==> src/rtl/mem_arb_pkg.sv <==
// rtl/mem_arb_pkg.sv - shared types and constants for the memory arbiter
package mem_arb_pkg;

    typedef enum logic [1:0] {
        IDLE,
        ACCESS,
        DONE
    } state_t;

    typedef enum logic [1:0] {
        GNT_NONE,
        GNT_I,
        GNT_D
    } grant_t;

    localparam int CNT_W = 4;

endpackage

==> src/rtl/mem_arb_lat_cnt.sv <==
// rtl/mem_arb_lat_cnt.sv - loadable down-counter timing the ACCESS wait
// tc is high while the count sits at zero, i.e. in the final access cycle.
module mem_arb_lat_cnt
    import mem_arb_pkg::*;
(
    input  logic             clk,
    input  logic             reset,
    input  logic             load,
    input  logic [CNT_W-1:0] load_val,
    input  logic             en,
    output logic             tc
);

    logic [CNT_W-1:0] count;

    always_ff @(posedge clk or posedge reset) begin
        if (reset) begin
            count <= '0;
        end else if (load) begin
            count <= load_val;
        end else if (en && (count != '0)) begin
            count <= count - 1'b1;
        end
    end

    assign tc = (count == '0);

endmodule

==> src/rtl/mem_arbiter.sv <==
// rtl/mem_arbiter.sv - IF/MEM single-port memory arbiter with stall outputs
// Optional MEM_ARB_RR_EN: round-robin between simultaneous requests instead of data priority.
module mem_arbiter
    import mem_arb_pkg::*;
#(
    parameter int ADDR_W  = 32,
    parameter int DATA_W  = 32,
    parameter int MEM_LAT = 2
) (
    input  logic              clk,
    input  logic              reset,
    input  logic              if_req,
    input  logic [ADDR_W-1:0] if_addr,
    output logic [DATA_W-1:0] if_rdata,
    output logic              if_ready,
    input  logic              d_req,
    input  logic              d_we,
    input  logic [ADDR_W-1:0] d_addr,
    input  logic [DATA_W-1:0] d_wdata,
    output logic [DATA_W-1:0] d_rdata,
    output logic              d_ready,
    output logic              mem_en,
    output logic              mem_we,
    output logic [ADDR_W-1:0] mem_addr,
    output logic [DATA_W-1:0] mem_wdata,
    input  logic [DATA_W-1:0] mem_rdata,
    output logic              if_stall,
    output logic              d_stall
);

    localparam logic [CNT_W-1:0] LAT_LOAD = CNT_W'(MEM_LAT - 1);

    state_t state, state_next;
    grant_t grant, grant_next;

    logic pick_d;
    logic pick_i;
    logic start;
    logic access_end;
    logic cnt_load;
    logic cnt_en;
    logic cnt_tc;

`ifdef MEM_ARB_RR_EN
    grant_t last_grant;

    // Data wins a tie unless it was also the last port served.
    always_ff @(posedge clk or posedge reset) begin
        if (reset) begin
            last_grant <= GNT_I;
        end else if (start) begin
            last_grant <= pick_d ? GNT_D : GNT_I;
        end
    end

    assign pick_d = d_req & (~if_req | (last_grant == GNT_I));
`else
    assign pick_d = d_req;
`endif

    assign pick_i     = if_req & ~pick_d;
    assign start      = (state == IDLE) & (pick_d | pick_i);
    assign access_end = (state == ACCESS) & cnt_tc;

    always_ff @(posedge clk or posedge reset) begin
        if (reset) begin
            state <= IDLE;
            grant <= GNT_NONE;
        end else begin
            state <= state_next;
            grant <= grant_next;
        end
    end

    always_comb begin
        state_next = state;
        grant_next = grant;
        cnt_load   = 1'b0;
        cnt_en     = 1'b0;
        case (state)
            IDLE: begin
                if (pick_d) begin
                    grant_next = GNT_D;
                    state_next = ACCESS;
                    cnt_load   = 1'b1;
                end else if (pick_i) begin
                    grant_next = GNT_I;
                    state_next = ACCESS;
                    cnt_load   = 1'b1;
                end
            end
            ACCESS: begin
                cnt_en = 1'b1;
                if (cnt_tc) begin
                    state_next = DONE;
                end
            end
            DONE: begin
                // Requests still high here are the ones just answered.
                state_next = IDLE;
                grant_next = GNT_NONE;
            end
            default: begin
                state_next = IDLE;
                grant_next = GNT_NONE;
            end
        endcase
    end

    mem_arb_lat_cnt u_lat_cnt (
        .clk      (clk),
        .reset    (reset),
        .load     (cnt_load),
        .load_val (LAT_LOAD),
        .en       (cnt_en),
        .tc       (cnt_tc)
    );

    // The memory bus registers double as the request latch for the whole access.
    always_ff @(posedge clk or posedge reset) begin
        if (reset) begin
            if_rdata  <= '0;
            d_rdata   <= '0;
            if_ready  <= 1'b0;
            d_ready   <= 1'b0;
            mem_en    <= 1'b0;
            mem_we    <= 1'b0;
            mem_addr  <= '0;
            mem_wdata <= '0;
        end else begin
            if_ready <= 1'b0;
            d_ready  <= 1'b0;
            if (start) begin
                mem_en <= 1'b1;
                if (pick_d) begin
                    mem_we    <= d_we;
                    mem_addr  <= d_addr;
                    mem_wdata <= d_wdata;
                end else begin
                    mem_we    <= 1'b0;
                    mem_addr  <= if_addr;
                end
            end
            if (access_end) begin
                mem_en <= 1'b0;
                mem_we <= 1'b0;
                if (grant == GNT_I) begin
                    if_rdata <= mem_rdata;
                    if_ready <= 1'b1;
                end else if (grant == GNT_D) begin
                    d_ready <= 1'b1;
                    if (!mem_we) begin
                        d_rdata <= mem_rdata;
                    end
                end
            end
        end
    end

    assign if_stall = if_req & ~if_ready;
    assign d_stall  = d_req & ~d_ready;

endmodule

==> config.mk <==
export PLATFORM = sky130hd
export DESIGN_NAME = mem_arbiter
export DESIGN_NICKNAME = d
export VERILOG_FILES = /design/src/rtl/mem_arb_pkg.sv /design/src/rtl/mem_arb_lat_cnt.sv /design/src/rtl/mem_arbiter.sv
export SDC_FILE = /design/constraint.sdc
export NUM_CORES = 1
export LEC_CHECK = 0
export ABC_AREA = 1
export ABC_CLOCK_PERIOD_IN_PS = 3760
export CAP_MARGIN = 20
export CELL_PAD_IN_SITES_DETAIL_PLACEMENT = 1
export CELL_PAD_IN_SITES_GLOBAL_PLACEMENT = 2
export CORE_MARGIN = 3
export CORE_UTILIZATION = 21
export DETAILED_ROUTE_END_ITERATION = 8
export GPL_TIMING_DRIVEN = 0
export PLACE_DENSITY_LB_ADDON = 0.25
export SLEW_MARGIN = 20
export SYNTH_ARGS = -nofsm -noshare
export SYNTH_HDL_FRONTEND = slang
export SYNTH_SLANG_ARGS = --single-unit
==> constraint.sdc <==
create_clock -name clk -period 3.76 [get_ports clk]
set_input_delay 0.376 -clock clk [delete_from_list [all_inputs] [get_ports clk]]
set_output_delay 0.376 -clock clk [all_outputs]
set_load 0.01 [all_outputs]
==> results of run 1 <==
[power breakdown]
group,switching (mW),internal [mW]
Clock,0.734,1.07
Sequential,0.402,2.25
Combinational,1.76,1.77
[placed cells by master (no fill, tap or decap)]
master / netlist / routed
a21oi_1: 1 / 1
nand4_1: 34 / 34
buf_6: 3 / 3
inv_8: 0 / 2
bufinv_16: 0 / 3
xor2_1: 1 / 1
buf_4: 2 / 2
buf_2: 19 / 19
clkdlybuf4s50_1: 0 / 265
buf_16: 0 / 2
clkbuf_16: 0 / 17
inv_1: 13 / 12
buf_12: 0 / 3
dfrtp_1: 140 / 140
ha_1: 2 / 2
clkinv_4: 0 / 1
clkbuf_1: 14 / 16
nand2_1: 298 / 298
or2_0: 7 / 7
o21ai_0: 61 / 61
clkinvlp_4: 0 / 3
nor3_1: 1 / 1
clkinv_2: 1 / 1
inv_6: 0 / 5
nor2_4: 1 / 1
inv_2: 3 / 3
nand2_4: 1 / 1
or2_2: 26 / 26
nor2_1: 10 / 10
o21ai_4: 1 / 1
nand2_2: 3 / 3
nor2_2: 2 / 2
o22ai_1: 1 / 1
nor2_8: 1 / 1
nand3_1: 2 / 2
o21ai_1: 8 / 8
[per-stage QoR]
step                      power [mW]  instance area (sq um)
final                          7.992                   9686
after global routing           8.617                   9686
after CTS                      8.165                   9686
after detailed placement       6.294                   9072
after global placement         6.225                   8957
after floorplan                4.134                   5839
[logic make-up (layout without fill, tap and decap cells)]
family / count (synthesis) / count (layout) / synth area share, %
AO/OA/AOI/OAI: 72 / 72 / 6.389
buffers and inverters: 55 / 357 / 4.481
flip-flops: 140 / 140 / 60.03
AND/OR/NAND/NOR: 386 / 386 / 28.52
XOR/XNOR: 1 / 1 / 0.1501
adder cells (fa/ha/maj): 2 / 2 / 0.4287
[layout make-up]
cell class | instances | area (sq um)
Inverter | 17 | 68.82
Tap cell | 372 | 465.4
Multi-Input combinational cell | 461 | 2071
Timing Repair Buffer | 270 | 2768
Buffer | 38 | 196.4
Sequential cell | 140 | 3503
Clock buffer | 19 | 432.9
Clock inverter | 13 | 180.2
Fill cell | 3162 | 17420
[sequential cells by signal (all words and copies together) (netlist names)]
| name | cells |
|---|---|
| mem_addr | 32 |
| u_lat_cnt.count | 4 |
| d_rdata | 32 |
| mem_we | 1 |
| if_ready | 1 |
| grant | 2 |
| if_rdata | 32 |
| mem_en | 1 |
| mem_wdata | 32 |
| d_ready | 1 |
| state | 2 |
[routing by layer]
| metal | share of wire, % | GRT usage [%] | routed length (microns) |
|---|---|---|---|
| met1 | 46 | 18.95 | 9842 |
| met2 | 43 | 21.86 | 9241 |
| met3 | 10 | 7.027 | 2199 |
| met4 | 0.87 | 3.243 | 187 |
| met5 | 0.042 | 0 | 9 |
[path summary, 6_finish.rpt]
check | startpoint | end
max | if_req | if_stall
min | reset | if_ready
max reg2reg | u_lat_cnt.count[0] | d_rdata[29]
min reg2reg | d_rdata[15] | d_rdata[15]
max in group asynchronous | reset | if_rdata[15]
min in group clk | d_req | mem_addr[30]
[worst max-delay path, stage by stage]
cell             delay, ns
clkdlybuf4s50_1       0.56
inv_1                 0.09
nor2_1                0.09
clkdlybuf4s50_1       0.55
==> reports/results.tsv, run 1 <==
metric	value	unit
Routed WL per cell	16.15	microns
asr flop ratio synth	100.0	%
Max Root-Sink Buffers	2	
number of distinct library cell variants in the gate-level netlist after synthesis	27	
pwr/cell area	825.2	nW/um^2
clock tree from TritonCTS	yes	
ranking of synthesized cells by instance count	nand2_1 (298), dfrtp_1 (140), o21ai_0 (61)	
syn avg cell area	8.896	sq um
Synth Instances	656	
capturing element type of the critical path	output pin	
first-pass GRT wire length	34630	microns
post-cts resize count	0	
routed via count divided by cell count	4.114	
Final Skew	0.01492	ns
# rows	60	
fraction of the yosys area taken by sequential cells	60.03	%
Layout area overhead	65.97	%
top fanout value on the critical path	3	
Clock Sink Count	140	
Peak Freq	490.2	MHz
worst-skew pair later-pin latency	0.42	ns
Synth warnings	0	
Hold-fix buffers, CTS	0	
maximum VDD drop	0.2930	mV
syn_nets	791	
Hold Worst Slack	0.3760	ns
Setup Buffers After CTS	0	
Total Nets Final	1080	
count of final hold-check violations	0	
final setup margin	1.720	ns
floorplan die width	172.7	microns
Setup TNS	0	ns
Worst EP arrival	1.66	ns
Rel. slew slack	58.61	%
cell type with the highest aggregate area in the netlist	dfrtp_1	
Remaining Overflow, GRT	0	
I/O Buffers	265	
Total GRT Usage	14.52	%
number of global-route vias before repair	5982	
Worst Setup Slack post-DPL	1.683	ns
number of buffers inserted during clock tree synthesis	17	
transition time of the tightest slew-check pin	0.6209	ns
DRT antenna net count	0	
required time reported for the critical path endpoint	3.38	ns
total via count after detailed routing	5471	
status	complete, no violations	
Cell Count Post-Placement	1298	
chip height	172.7	microns
crit path time final	2.040	ns
Core Area	27100	sq um
layout cell share with drive strength beyond 1	10.33	%
CP startpoint kind	input pin	
Yosys reg bits	140	
number of flops mapped to enable cells by yosys	0	
initial antenna violation count	1	
number of pins with negative max-slew slack in the final report	0	
depth of the worst register-to-register path	8	
root cell of the clock tree	clkbuf_16	
Static Leak	4.408	nW
top flip-flop cell by instance count after synthesis	dfrtp_1	
area fraction of the dominant cell type after synthesis	60.03	%
RSZ-0062 raised after global routing	false	
clock-pin slew reported for the worst setup and hold paths after clock tree synthesis	0.07	ns
Tightest Hold Check Type	input pin to asynchronous set/reset pin	
initial DRC count	182	
Initial Utilization	21.53	%
R2R Setup Slk	2.11	ns
I/O pins	267	
# Max-Cap Violations	0	
post-synthesis instance area	5836	sq um
dpl hpwl	16300	microns
Crit Path Class	input pin to output pin	
routability-driven placement congestion ratio	0.6938	
count of placed standard cells in the final layout, fillers left out	1330	
deepest level of the CTS H-tree	4	
count of antenna diodes in the layout	0	
DIE AREA	29830	sq um
Total Routed Length	21480	microns
cells taking the most area after synthesis	dfrtp_1 (60%), nand2_1 (19%), o21ai_0 (5.2%)	
final standard cell utilization of the core	35.74	%
largest net degree at the start of global routing	29	
final cycle utilization of the critical path	54.26	%
number of setup violations in the final report	0	
most used standard cell by instance count after synthesis	nand2_1	
number of remaining DRC errors	0	
number of detailed-routing iterations run before antenna repair	5	
Note: power is estimated with default switching activity, not from simulation.
==> run 2: changes to the inputs <==
ABC_CLOCK_PERIOD_IN_PS = 2100   (was 3760)
CORE_UTILIZATION = 23   (was 21)
clock period = 2.1 ns   (was 3.76 ns; I/O delays follow)
==> reports/results.tsv, run 2 (same netlist as run 1, synthesis figures left out) <==
metric	value	unit	change
DIE AREA	27320	sq um	was 29,830 sq um
total via count after detailed routing	5437		was 5,471
required time reported for the critical path endpoint	1.89	ns	was 3.38 ns
number of setup violations in the final report	0		unchanged
# rows	57		was 60
area occupied by registers	3503	sq um	unchanged
deepest level of the CTS H-tree	4		unchanged
Core Area	24600	sq um	was 27,100 sq um
top fanout value on the critical path	2		was 3
I/O pins	267		unchanged
Hold-fix buffers, CTS	0		unchanged
switching share of power	36.02	%	was 36.30%
Max Root-Sink Buffers	2		unchanged
routability-driven placement congestion ratio	0.7358		was 0.6938
count of placed standard cells in the final layout, fillers left out	1282		was 1,330
I/O Buffers	265		unchanged
Layout area overhead	64.97	%	was 65.97%
layout cell share with drive strength beyond 1	10.54	%	was 10.33%
Total Nets Final	1080		unchanged
Routed WL per cell	16.88	microns	was 16.15 microns
Tightest Hold Check Type	input pin to asynchronous set/reset pin		unchanged
count of antenna diodes in the layout	0		unchanged
part of the total power dissipated in the clock network	22.6	%	was 22.5%
Hold Worst Slack	0.07464	ns	was 0.3760 ns
status	complete, no violations		unchanged
number of pins with negative max-slew slack in the final report	0		unchanged
number of buffers inserted during clock tree synthesis	17		unchanged
Remaining Overflow, GRT	0		unchanged
transition time of the tightest slew-check pin	0.6021	ns	was 0.6209 ns
final setup margin	0.3859	ns	was 1.720 ns
Initial Utilization	23.72	%	was 21.53%
instance area at placement	8997	sq um	was 9072 sq um
Static Leak	4.407	nW	was 4.408 nW
Crit Path Class	flip-flop to output pin		was input pin to output pin
initial antenna violation count	0		was 1
CP startpoint kind	flip-flop		was input pin
Final Skew	0.01315	ns	was 0.01492 ns
chip height	165.3	microns	was 172.7 microns
routed via count divided by cell count	4.241		was 4.114
pwr/cell area	1489	nW/um^2	was 825.2 nW/um^2
Setup TNS	0	ns	unchanged
leading cell types in the layout, fill and taps excluded	nand2_1 (298), clkdlybuf4s50_1 (265), dfrtp_1 (140)		unchanged
clock tree from TritonCTS	yes		unchanged
first-pass GRT wire length	33310	microns	was 34,630 microns
multi-input logic area	2071	sq um	unchanged
Total GRT Usage	15.91	%	was 14.52%
count of final hold-check violations	0		unchanged
Total Routed Length	21640	microns	was 21,480 microns
post-cts resize count	0		unchanged
DRT antenna net count	0		unchanged
Logic pwr share	44.2	%	was 44.3%
dpl hpwl	16390	microns	was 16,300 microns
Clock Sink Count	140		unchanged
RSZ-0062 raised after global routing	false		unchanged
part of the power in registers	33.1	%	was 33.2%
maximum VDD drop	0.5053	mV	was 0.2930 mV
Cell Count Post-Placement	1250		was 1,298
Peak Freq	583.4	MHz	
Total Power Consumption	14.33	mW	was 7.992 mW
final cycle utilization of the critical path	81.62	%	
final standard cell utilization of the core	39.13	%	was 35.74%
Worst EP arrival	1.50	ns	was 1.66 ns
number of detailed-routing iterations run before antenna repair	5		unchanged
clock-pin slew reported for the worst setup and hold paths after clock tree synthesis	0.06	ns	was 0.07 ns
most common cell after layout, fill and taps aside	nand2_1		unchanged
largest net degree at the start of global routing	31		was 29
capturing element type of the critical path	output pin		unchanged
design internal power	9.169	mW	was 5.092 mW
floorplan die width	165.3	microns	was 172.7 microns
# Max-Cap Violations	0		unchanged
worst-skew pair later-pin latency	0.42	ns	about the same
initial DRC count	230		was 182
Filler cells	2880		was 3,162
Worst Setup Slack post-DPL	0.2323	ns	was 1.683 ns
summed area of non-filler cells in the final layout	9627	sq um	was 9686 sq um
Setup Buffers After CTS	0		unchanged
crit path time final	1.714	ns	
switching power total	5.162	mW	was 2.901 mW
Rel. slew slack	59.86	%	was 58.61%
number of remaining DRC errors	0		unchanged
number of global-route vias before repair	5775		was 5,982
root cell of the clock tree	clkbuf_16		unchanged
run 2: cell types whose count changed in the layout (fill, tap and decap cells not counted), sizes merged:
| cell | delta |
|---|---|
| clkinvlp | +1 |
| inv | -1 |
run 2: final cells by class:
type	count	area share [%]
buffer	38	2.041
inverter	17	0.7148
timing repair buffer	270	28.59
multi-input combinational	461	21.51
sequential	140	36.39
clock buffer	19	4.705
tap	324	4.211
clock inverter	13	1.833
run 2: worst paths after layout:
check                           cells after the start  slack (ns)       endpoint               start
min in group clk                                    3        0.25   mem_addr[31]               d_req
worst max register to register                      8        0.44    d_rdata[15]  u_lat_cnt.count[0]
worst min register to register                      2        0.47  mem_wdata[20]       mem_wdata[20]
worst min-delay path                                2        0.07   mem_addr[31]               reset
max in group asynchronous                           4        1.40   if_rdata[14]               reset
worst max-delay path                                2        0.39        d_stall             d_ready
run 2: power groups by stage:
stage	clock, mW	combinational, mW	sequential [mW]
2_1_floorplan	0	2.07	5.33
3_3_place_gp	0	6.42	4.75
3_5_place_dp	0	6.49	4.78
4_1_cts	3.37	6.52	4.77
5_1_grt	3.49	7.06	4.93
6_report	3.24	6.34	4.75
run 2: per-layer routing:
metal | up-vias | routed length, microns | GRT usage (%)
met1 | 2561 | 9634 | 20.14
met5 | - | 0 | 0
met4 | 0 | 238 | 3.965
met2 | 189 | 9396 | 24.51
met3 | 14 | 2373 | 7.583
li1 | 2673 | - | -
run 2: critical path, stage by stage, from the launching register on:
cell             delay [ns]
dfrtp_1                0.41
nor2_1                 0.14
clkdlybuf4s50_1        0.55
